===== src/rtl/id_ex_reg_pkg.sv =====
// Shared MIPS pipeline types: the ID/EX control bundle, ALU operation codes and register constants.
package mips_pkg;

    localparam logic [1:0] ALU_OP_ADD   = 2'b00;
    localparam logic [1:0] ALU_OP_SUB   = 2'b01;
    localparam logic [1:0] ALU_OP_RTYPE = 2'b10;

    localparam logic [4:0] REG_ZERO = 5'd0;

    typedef struct packed {
        logic       reg_write;
        logic       mem_to_reg;
        logic       mem_read;
        logic       mem_write;
        logic       branch;
        logic       alu_src;
        logic       reg_dst;
        logic [1:0] alu_op;
    } ctrl_t;

    localparam ctrl_t CTRL_NOP = '0;

    // A non-valid slot must never carry control that could write the register file or memory.
    function automatic ctrl_t gate_ctrl(input logic valid, input ctrl_t ctrl);
        return valid ? ctrl : CTRL_NOP;
    endfunction

endpackage


===== src/rtl/id_ex_if.sv =====
// ID/EX boundary bundle: ID-stage operands, hazard controls, WB write port and the registered EX view.
interface id_ex_if
    import mips_pkg::*;
#(
    parameter int DATA_W = 32,
    parameter int REG_AW = 5,
    parameter int CNT_W  = 16
);

    logic              stall;
    logic              flush;

    logic              id_valid;
    logic [DATA_W-1:0] id_pc4;
    logic [DATA_W-1:0] id_rs_data;
    logic [DATA_W-1:0] id_rt_data;
    logic [DATA_W-1:0] id_imm;
    logic [REG_AW-1:0] id_rs;
    logic [REG_AW-1:0] id_rt;
    logic [REG_AW-1:0] id_rd;
    ctrl_t             id_ctrl;

    logic              wb_reg_write;
    logic [REG_AW-1:0] wb_rd;
    logic [DATA_W-1:0] wb_data;

    logic              ex_valid;
    logic [DATA_W-1:0] ex_pc4;
    logic [DATA_W-1:0] ex_rs_data;
    logic [DATA_W-1:0] ex_rt_data;
    logic [DATA_W-1:0] ex_imm;
    logic [REG_AW-1:0] ex_rs;
    logic [REG_AW-1:0] ex_rt;
    logic [REG_AW-1:0] ex_rd;
    ctrl_t             ex_ctrl;
    logic [CNT_W-1:0]  stall_cnt;

    // ID side and hazard unit drive the pipeline register.
    modport master (
        output stall, flush,
        output id_valid, id_pc4, id_rs_data, id_rt_data, id_imm, id_rs, id_rt, id_rd, id_ctrl,
        output wb_reg_write, wb_rd, wb_data,
        input  ex_valid, ex_pc4, ex_rs_data, ex_rt_data, ex_imm, ex_rs, ex_rt, ex_rd, ex_ctrl,
        input  stall_cnt
    );

    // The pipeline register itself.
    modport slave (
        input  stall, flush,
        input  id_valid, id_pc4, id_rs_data, id_rt_data, id_imm, id_rs, id_rt, id_rd, id_ctrl,
        input  wb_reg_write, wb_rd, wb_data,
        output ex_valid, ex_pc4, ex_rs_data, ex_rt_data, ex_imm, ex_rs, ex_rt, ex_rd, ex_ctrl,
        output stall_cnt
    );

endinterface


===== src/rtl/id_ex_reg_wb_bypass.sv =====
// Write-back bypass for one register-file read port: substitutes the WB write data when WB
// is writing the same non-zero register that ID is reading in this cycle.
module wb_bypass
    import mips_pkg::*;
#(
    parameter int DATA_W = 32,
    parameter int REG_AW = 5
) (
    input  logic [REG_AW-1:0] rd_idx_i,
    input  logic [DATA_W-1:0] rf_data_i,
    input  logic              wb_reg_write_i,
    input  logic [REG_AW-1:0] wb_rd_i,
    input  logic [DATA_W-1:0] wb_data_i,
    output logic [DATA_W-1:0] data_o
);

    logic hit;

    // Register 0 is hard-wired to zero, so a WB "write" to it must never be forwarded.
    assign hit    = wb_reg_write_i
                 && (wb_rd_i != REG_AW'(REG_ZERO))
                 && (wb_rd_i == rd_idx_i);

    assign data_o = hit ? wb_data_i : rf_data_i;

endmodule


===== src/rtl/id_ex_reg.sv =====
// ID/EX pipeline register: captures ID operands and control each cycle, with flush (bubble),
// stall (hold), WB-to-ID bypass on both read ports and a saturating stall-cycle counter.
module id_ex_reg
    import mips_pkg::*;
#(
    parameter int DATA_W = 32,
    parameter int REG_AW = 5,
    parameter int CNT_W  = 16
) (
    input  logic    clk,
    input  logic    rst_n,
    id_ex_if.slave  bus
);

    logic              ex_valid_q;
    logic [DATA_W-1:0] ex_pc4_q;
    logic [DATA_W-1:0] ex_rs_data_q;
    logic [DATA_W-1:0] ex_rt_data_q;
    logic [DATA_W-1:0] ex_imm_q;
    logic [REG_AW-1:0] ex_rs_q;
    logic [REG_AW-1:0] ex_rt_q;
    logic [REG_AW-1:0] ex_rd_q;
    ctrl_t             ex_ctrl_q;
    logic [CNT_W-1:0]  stall_cnt_q;

    logic [DATA_W-1:0] ex_rs_data_d;
    logic [DATA_W-1:0] ex_rt_data_d;
    logic [CNT_W-1:0]  stall_cnt_d;

    wb_bypass #(
        .DATA_W (DATA_W),
        .REG_AW (REG_AW)
    ) u_bypass_rs (
        .rd_idx_i       (bus.id_rs),
        .rf_data_i      (bus.id_rs_data),
        .wb_reg_write_i (bus.wb_reg_write),
        .wb_rd_i        (bus.wb_rd),
        .wb_data_i      (bus.wb_data),
        .data_o         (ex_rs_data_d)
    );

    wb_bypass #(
        .DATA_W (DATA_W),
        .REG_AW (REG_AW)
    ) u_bypass_rt (
        .rd_idx_i       (bus.id_rt),
        .rf_data_i      (bus.id_rt_data),
        .wb_reg_write_i (bus.wb_reg_write),
        .wb_rd_i        (bus.wb_rd),
        .wb_data_i      (bus.wb_data),
        .data_o         (ex_rt_data_d)
    );

    // Saturate rather than wrap so a long stall never reads back as a short one.
    assign stall_cnt_d = (&stall_cnt_q) ? stall_cnt_q : stall_cnt_q + CNT_W'(1);

    // Priority: flush > stall > capture.
    always_ff @(posedge clk or negedge rst_n) begin
        if (!rst_n) begin
            // NOTE: every register here is a plain flop (no memory array), so all of them
            // can and do take the asynchronous reset.
            ex_valid_q   <= 1'b0;
            ex_pc4_q     <= '0;
            ex_rs_data_q <= '0;
            ex_rt_data_q <= '0;
            ex_imm_q     <= '0;
            ex_rs_q      <= '0;
            ex_rt_q      <= '0;
            ex_rd_q      <= '0;
            ex_ctrl_q    <= CTRL_NOP;
            stall_cnt_q  <= '0;
        end else if (bus.flush) begin
            // Bubble: only validity and control are killed; data fields are don't-care and hold.
            ex_valid_q <= 1'b0;
            ex_ctrl_q  <= CTRL_NOP;
        end else if (bus.stall) begin
            stall_cnt_q <= stall_cnt_d;
        end else begin
            // NOTE: non-blocking assignments so every field samples the pre-edge values,
            // independent of statement order.
            ex_valid_q   <= bus.id_valid;
            ex_pc4_q     <= bus.id_pc4;
            ex_rs_data_q <= ex_rs_data_d;
            ex_rt_data_q <= ex_rt_data_d;
            ex_imm_q     <= bus.id_imm;
            ex_rs_q      <= bus.id_rs;
            ex_rt_q      <= bus.id_rt;
            ex_rd_q      <= bus.id_rd;
            ex_ctrl_q    <= gate_ctrl(bus.id_valid, bus.id_ctrl);
        end
    end

    assign bus.ex_valid   = ex_valid_q;
    assign bus.ex_pc4     = ex_pc4_q;
    assign bus.ex_rs_data = ex_rs_data_q;
    assign bus.ex_rt_data = ex_rt_data_q;
    assign bus.ex_imm     = ex_imm_q;
    assign bus.ex_rs      = ex_rs_q;
    assign bus.ex_rt      = ex_rt_q;
    assign bus.ex_rd      = ex_rd_q;
    assign bus.ex_ctrl    = ex_ctrl_q;
    assign bus.stall_cnt  = stall_cnt_q;

endmodule


===== src/flat_wrapper.sv =====
// flat-port wrapper written by rule: the top's interface ports become plain ports
module id_ex_reg_flat import mips_pkg::*;
#(
    parameter int DATA_W = 32,
    parameter int REG_AW = 5,
    parameter int CNT_W  = 16
)
  (clk, rst_n, bus_stall, bus_flush, bus_id_valid, bus_id_pc4, bus_id_rs_data, bus_id_rt_data, bus_id_imm, bus_id_rs, bus_id_rt, bus_id_rd, bus_id_ctrl, bus_wb_reg_write, bus_wb_rd, bus_wb_data, bus_ex_valid, bus_ex_pc4, bus_ex_rs_data, bus_ex_rt_data, bus_ex_imm, bus_ex_rs, bus_ex_rt, bus_ex_rd, bus_ex_ctrl, bus_stall_cnt);
  id_ex_if #(.DATA_W(DATA_W), .REG_AW(REG_AW), .CNT_W(CNT_W)) bus_i ();
  input  logic clk;
  input  logic rst_n;
  input wire logic [$bits(bus_i.stall)-1:0] bus_stall;
  input wire logic [$bits(bus_i.flush)-1:0] bus_flush;
  input wire logic [$bits(bus_i.id_valid)-1:0] bus_id_valid;
  input wire logic [$bits(bus_i.id_pc4)-1:0] bus_id_pc4;
  input wire logic [$bits(bus_i.id_rs_data)-1:0] bus_id_rs_data;
  input wire logic [$bits(bus_i.id_rt_data)-1:0] bus_id_rt_data;
  input wire logic [$bits(bus_i.id_imm)-1:0] bus_id_imm;
  input wire logic [$bits(bus_i.id_rs)-1:0] bus_id_rs;
  input wire logic [$bits(bus_i.id_rt)-1:0] bus_id_rt;
  input wire logic [$bits(bus_i.id_rd)-1:0] bus_id_rd;
  input wire logic [$bits(bus_i.id_ctrl)-1:0] bus_id_ctrl;
  input wire logic [$bits(bus_i.wb_reg_write)-1:0] bus_wb_reg_write;
  input wire logic [$bits(bus_i.wb_rd)-1:0] bus_wb_rd;
  input wire logic [$bits(bus_i.wb_data)-1:0] bus_wb_data;
  output wire logic [$bits(bus_i.ex_valid)-1:0] bus_ex_valid;
  output wire logic [$bits(bus_i.ex_pc4)-1:0] bus_ex_pc4;
  output wire logic [$bits(bus_i.ex_rs_data)-1:0] bus_ex_rs_data;
  output wire logic [$bits(bus_i.ex_rt_data)-1:0] bus_ex_rt_data;
  output wire logic [$bits(bus_i.ex_imm)-1:0] bus_ex_imm;
  output wire logic [$bits(bus_i.ex_rs)-1:0] bus_ex_rs;
  output wire logic [$bits(bus_i.ex_rt)-1:0] bus_ex_rt;
  output wire logic [$bits(bus_i.ex_rd)-1:0] bus_ex_rd;
  output wire logic [$bits(bus_i.ex_ctrl)-1:0] bus_ex_ctrl;
  output wire logic [$bits(bus_i.stall_cnt)-1:0] bus_stall_cnt;
  assign bus_i.stall = bus_stall;
  assign bus_i.flush = bus_flush;
  assign bus_i.id_valid = bus_id_valid;
  assign bus_i.id_pc4 = bus_id_pc4;
  assign bus_i.id_rs_data = bus_id_rs_data;
  assign bus_i.id_rt_data = bus_id_rt_data;
  assign bus_i.id_imm = bus_id_imm;
  assign bus_i.id_rs = bus_id_rs;
  assign bus_i.id_rt = bus_id_rt;
  assign bus_i.id_rd = bus_id_rd;
  assign bus_i.id_ctrl = bus_id_ctrl;
  assign bus_i.wb_reg_write = bus_wb_reg_write;
  assign bus_i.wb_rd = bus_wb_rd;
  assign bus_i.wb_data = bus_wb_data;
  assign bus_ex_valid = bus_i.ex_valid;
  assign bus_ex_pc4 = bus_i.ex_pc4;
  assign bus_ex_rs_data = bus_i.ex_rs_data;
  assign bus_ex_rt_data = bus_i.ex_rt_data;
  assign bus_ex_imm = bus_i.ex_imm;
  assign bus_ex_rs = bus_i.ex_rs;
  assign bus_ex_rt = bus_i.ex_rt;
  assign bus_ex_rd = bus_i.ex_rd;
  assign bus_ex_ctrl = bus_i.ex_ctrl;
  assign bus_stall_cnt = bus_i.stall_cnt;
  id_ex_reg #(.DATA_W(DATA_W), .REG_AW(REG_AW), .CNT_W(CNT_W)) u_core (.clk(clk), .rst_n(rst_n), .bus(bus_i));
endmodule

===== config.mk =====
export PLATFORM = sky130hd
export DESIGN_NAME = id_ex_reg_flat
export DESIGN_NICKNAME = d
export VERILOG_FILES = /design/src/rtl/id_ex_reg_pkg.sv /design/src/rtl/id_ex_if.sv /design/src/rtl/id_ex_reg_wb_bypass.sv /design/src/rtl/id_ex_reg.sv /design/src/flat_wrapper.sv
export SDC_FILE = /design/constraint.sdc
export NUM_CORES = 1
export LEC_CHECK = 0
export ABC_AREA = 1
export CAP_MARGIN = 20
export CELL_PAD_IN_SITES_DETAIL_PLACEMENT = 0
export CELL_PAD_IN_SITES_GLOBAL_PLACEMENT = 1
export CORE_ASPECT_RATIO = 0.5
export CORE_MARGIN = 4
export CORE_UTILIZATION = 29
export CTS_CLUSTER_SIZE = 25
export DETAILED_ROUTE_END_ITERATION = 10
export PLACE_DENSITY = 0.76
export REMOVE_ABC_BUFFERS = 1
export SYNTH_ARGS = -nofsm -noshare
export SYNTH_HDL_FRONTEND = slang
export SYNTH_SLANG_ARGS = --single-unit

===== constraint.sdc =====
create_clock -name clk -period 2.1 [get_ports clk]
set_clock_uncertainty 0.15 [all_clocks]
set_input_delay 0.315 -clock clk [delete_from_list [all_inputs] [get_ports clk]]
set_output_delay 0.315 -clock clk [all_outputs]
set_load 0.02 [all_outputs]

==> flow_summary.html <==
<table>
<tr><th>Metric</th><th>Value</th></tr>
<tr><th colspan="2">Outcome</th></tr>
<tr><td>Result of the run</td><td>completed</td></tr>
<tr><th colspan="2">Timing</th></tr>
<tr><td>Headroom to the max-slew limit</td><td>0.6612</td></tr>
<tr><td>Final hold viol count</td><td>0</td></tr>
<tr><td>FMAX</td><td>498.2 MHz</td></tr>
<tr><td>Tightest Pin Transition</td><td>0.5081 ns</td></tr>
<tr><td>Post-route minimum period</td><td>2.007 ns</td></tr>
<tr><td>Final worst path period share</td><td>0.9558</td></tr>
<tr><td>Unrepaired setup endpoints after global routing</td><td>false</td></tr>
<tr><td>Final setup vio count</td><td>0</td></tr>
<tr><td>Final worst hold slack</td><td>0.2559 ns</td></tr>
<tr><td>Final Max Slew Viols</td><td>0</td></tr>
<tr><th colspan="2">Setup path</th></tr>
<tr><td>WP depth</td><td>1</td></tr>
<tr><td>List of cells traversed by the critical path</td><td>clkdlybuf4s50_1</td></tr>
<tr><td>Maximum single-stage delay on the critical path</td><td>0.66 ns</td></tr>
<tr><td>CP Data Arrival Time</td><td>1.54 ns</td></tr>
<tr><td>Critical path destination</td><td>bus_stall_cnt[3]</td></tr>
<tr><td>Sort of element at the end of the critical path</td><td>output pin</td></tr>
<tr><td>Cell class contributing the biggest share of worst-path delay</td><td>buffers and inverters</td></tr>
<tr><td>Data required time at the worst endpoint</td><td>1.63 ns</td></tr>
<tr><td>Reg2Reg Setup Slack</td><td>0.26 ns</td></tr>
<tr><td>Worst setup SP type</td><td>register</td></tr>
<tr><td>End of the worst register-to-register path</td><td>u_core.bus.stall_cnt[0]$_DFFE_PN0P_</td></tr>
<tr><td>Reg2reg start</td><td>u_core.bus.stall_cnt[0]$_DFFE_PN0P_</td></tr>
<tr><td>Buffers plus inverters on the worst setup path</td><td>1</td></tr>
<tr><td>Slowest CP cell</td><td>clkdlybuf4s50_1</td></tr>
<tr><td>Category of the most critical setup path</td><td>reg -&gt; out</td></tr>
<tr><td>Launch point of the worst path</td><td>u_core.bus.stall_cnt[3]$_DFFE_PN0P_</td></tr>
<tr><td>Critical path peak fanout</td><td>5</td></tr>
<tr><td>Length in cells of the worst reg-to-reg path</td><td>8</td></tr>
<tr><th colspan="2">Synth</th></tr>
<tr><td>Cell variety after synth</td><td>29</td></tr>
<tr><td>Leading post-synthesis cells by instance count</td><td>475 x nand2_1, 169 x dfrtp_1, 137 x nand3_1, 118 x inv_1, 20 x buf_2</td></tr>
<tr><td>Number of flip-flops and latches in the synthesized netlist</td><td>169</td></tr>
<tr><td>Synth Flop Type</td><td>dfrtp_1</td></tr>
<tr><td>Async set or reset register ratio after synthesis</td><td>1.000</td></tr>
<tr><td>Cell with the most instances after synthesis</td><td>nand2_1</td></tr>
<tr><td>Yosys warning total</td><td>0</td></tr>
<tr><td>Post-Syn Area</td><td>0.008004 mm2</td></tr>
<tr><td>Cell count after synthesis</td><td>1026</td></tr>
<tr><td>Top cell type's share of synthesized area</td><td>0.5284</td></tr>
<tr><td>Largest cells by area after synthesis</td><td>dfrtp_1 53%, nand2_1 22%, nand3_1 8.6%, inv_1 5.5%, xor2_1 1.4%</td></tr>
<tr><td>Post-synth EDFFs</td><td>0</td></tr>
<tr><td>Mean area per synthesized cell</td><td>7.801 um2</td></tr>
<tr><td>Library cell with the largest summed area after synthesis</td><td>dfrtp_1</td></tr>
<tr><td>Seq/Total Area, Yosys</td><td>0.5284</td></tr>
<tr><th colspan="2">Detailed routing</th></tr>
<tr><td>Pre-antenna DRT Iters</td><td>4</td></tr>
<tr><td>Overall routed net length</td><td>29130 um</td></tr>
<tr><td>Violation count after the first detailed-route iteration</td><td>447</td></tr>
<tr><td>Post-detailed-route count of antenna-violating nets</td><td>0</td></tr>
<tr><td>Drt via density</td><td>4.489</td></tr>
<tr><td>Total via count after detailed routing</td><td>7891</td></tr>
<tr><td>Drc violations</td><td>0</td></tr>
<tr><td>Average wire per standard cell</td><td>16.57 um</td></tr>
<tr><th colspan="2">Power and ir drop</th></tr>
<tr><td>Int Pwr</td><td>7.121 mW</td></tr>
<tr><td>PnR Total Power</td><td>10.22 mW</td></tr>
<tr><td>Power Dens Cells</td><td>788.1 mW/mm2</td></tr>
<tr><td>Sequential Power Share</td><td>0.389</td></tr>
<tr><td>Total net switching power</td><td>3.095 mW</td></tr>
<tr><td>Clk network pwr share</td><td>0.327</td></tr>
<tr><td>Switching share of total power</td><td>0.3029</td></tr>
<tr><td>Worst vdd rail ir drop</td><td>0.5413 mV</td></tr>
<tr><td>Lkg Pwr</td><td>6.498 nW</td></tr>
<tr><td>Power share of the combinational group</td><td>0.284</td></tr>
<tr><th colspan="2">Floorplan</th></tr>
<tr><td>Number of placement rows</td><td>42</td></tr>
<tr><td>Core ar.</td><td>0.02680 mm2</td></tr>
<tr><td>Starting density of the core</td><td>0.2986</td></tr>
<tr><td>Vertical extent of the die</td><td>125.5 um</td></tr>
<tr><td>Area of the die</td><td>0.03048 mm2</td></tr>
<tr><td>Number of top-level pins</td><td>364</td></tr>
<tr><td>Width of the chip</td><td>242.9 um</td></tr>
<tr><th colspan="2">Clock network</th></tr>
<tr><td>Number of H-tree branching levels</td><td>4</td></tr>
<tr><td>Post-CTS setup repair buffer count</td><td>0</td></tr>
<tr><td>Total number of clock tree sinks</td><td>169</td></tr>
<tr><td>Number of buffers on the longest clock path</td><td>2</td></tr>
<tr><td>Skew-Pair Late Insertion Delay</td><td>0.43 ns</td></tr>
<tr><td>TritonCTS clock tree</td><td>built</td></tr>
<tr><td>Root Buffer</td><td>clkbuf_16</td></tr>
<tr><td>Clock slew at the register clock pins of the worst setup and hold paths</td><td>0.07 ns</td></tr>
<tr><td>Num CTS Buffers</td><td>17</td></tr>
<tr><th colspan="2">GRT</th></tr>
<tr><td>Number of global-route vias before repair</td><td>7969</td></tr>
<tr><td>Overall routing resource usage</td><td>0.1887</td></tr>
<tr><td>Wire length of the first global-routing pass</td><td>45420 um</td></tr>
<tr><td>GR Overflow Total</td><td>0</td></tr>
<tr><td>Number of antenna violations at the first check in global routing</td><td>0</td></tr>
<tr><td>Pin count of the biggest net entering global routing</td><td>45</td></tr>
<tr><th colspan="2">Final layout</th></tr>
<tr><td>Diodes inserted</td><td>0</td></tr>
<tr><td>Share of cells above drive strength 1</td><td>0.06188</td></tr>
<tr><td>Nets@finish</td><td>1589</td></tr>
<tr><td>Layout overhead on the synthesized area</td><td>61.95%</td></tr>
<tr><th colspan="2">Job</th></tr>
<tr><td>Count of maximum capacitance violations</td><td>0</td></tr>
<tr><th colspan="2">Hold path</th></tr>
<tr><td>Hold Path Class</td><td>in -&gt; async</td></tr>
<tr><th colspan="2">Placement</th></tr>
<tr><td>DP HPWL</td><td>22230 um</td></tr>
<tr><td>Routability cong.</td><td>0.8557</td></tr>
<tr><td>Buffers added on ports</td><td>363</td></tr>
</table>
[worst min-delay path by stage]
stage	startpoint	to	slack [ns]	depth (start not counted)
floorplan	rst_n	u_core.bus.ex_ctrl[0]$_DFFE_PN0P_	-0.13	0
global placement	rst_n	u_core.bus.ex_imm[16]$_DFFE_PN0P_	0.15	1
detailed placement	rst_n	u_core.bus.ex_imm[16]$_DFFE_PN0P_	0.15	1
CTS	bus_id_pc4[10]	u_core.bus.ex_pc4[10]$_DFFE_PN0P_	0.23	3
global route	bus_id_rd[4]	u_core.bus.ex_rd[4]$_DFFE_PN0P_	0.25	3
finish	rst_n	u_core.bus.ex_imm[16]$_DFFE_PN0P_	0.26	2
[flip-flops by register name, summed over array words and instances (netlist names)]
register               flops
u_core.bus.ex_ctrl         9
u_core.bus.ex_rd           5
u_core.bus.ex_rs_data     32
u_core.bus.ex_imm         32
u_core.bus.stall_cnt      16
u_core.bus.ex_valid        1
u_core.bus.ex_rt_data     32
u_core.bus.ex_rs           5
u_core.bus.ex_pc4         32
u_core.bus.ex_rt           5
[layout make-up]
class | count | area [um2]
inverter | 119 | 449.2
multi-input combinational | 684 | 3018
timing repair buffer | 402 | 4208
clock inverter | 7 | 112.6
fill | 2568 | 13840
sequential | 169 | 4229
clock buffer | 25 | 505.5
tap | 352 | 440.4
[layout by cell type, fill, tap and decap left out, types with 5 or more instances in the layout]
master,n
nand2_2,5
nor2_1,8
clkdlybuf4s50_1,361
clkbuf_16,17
nand3_1,137
a32o_1,9
dfrtp_1,169
buf_12,22
nand2_1,475
inv_1,117
o21ai_0,6
buf_4,16
clkbuf_8,5
xor2_1,13
[what timing repair did]
| action | CTS | global route |
|---|---|---|
| endpoints found under the setup margin | 0 | 1 |
| hold buffers | 1 | 0 |
| hold endpoints to repair | 38 | 0 |
| resized for setup | 0 | 1 |
[cells by family (layout without fill, tap and decap cells)]
| family | count (synthesis) | count (layout) | synth area share |
|---|---|---|---|
| xor gates and xnor gates | 17 | 17 | 0.01860 |
| buffers and inverters | 173 | 553 | 0.09551 |
| DFF | 169 | 169 | 0.5284 |
| adders and majority gates | 1 | 1 | 0.001563 |
| and+or+nand+nor | 645 | 645 | 0.3353 |
| AOI/OAI and AO/OA | 21 | 21 | 0.02064 |
[power groups by stage]
stage	registers, mW	logic, mW	clock network (mW)
2_1_floorplan	4.53	0.690	0
3_3_place_gp	4.01	2.92	0
3_5_place_dp	4.03	2.94	0
4_1_cts	3.97	2.96	3.45
5_1_grt	4.03	3.11	3.59
6_report	3.97	2.91	3.34
[per-layer routing]
metal | global-route usage | share of wire | vias to the layer above
li1 | - | - | 3870
met3 | 0.02931 | 0.025 | 42
met1 | 0.2224 | 0.41 | 3829
met4 | 0.07119 | 0.030 | 0
met2 | 0.3483 | 0.53 | 150
met5 | 0 | 0 | -
[through the flow]
| step | util | setup TNS, ns | cell area (um2) | setup slack [ns] | instances |
|---|---|---|---|---|---|
| detailed placement | 0.4601 | -0.2026 | 12330 | -0.02346 | 1725 |
| global route | 0.4837 | 0 | 12960 | 0.03021 | 1758 |
| CTS | 0.4836 | 0 | 12960 | 0.02432 | 1758 |
| floorplan | - | -1140.99 | 7686 | -7.871 | 972 |
| finish | 0.4837 | 0 | 12960 | 0.09292 | 1758 |
| global placement | 0.4601 | -0.2823 | 12330 | -0.03454 | 1725 |
Note: power is estimated with default switching activity, not from simulation.
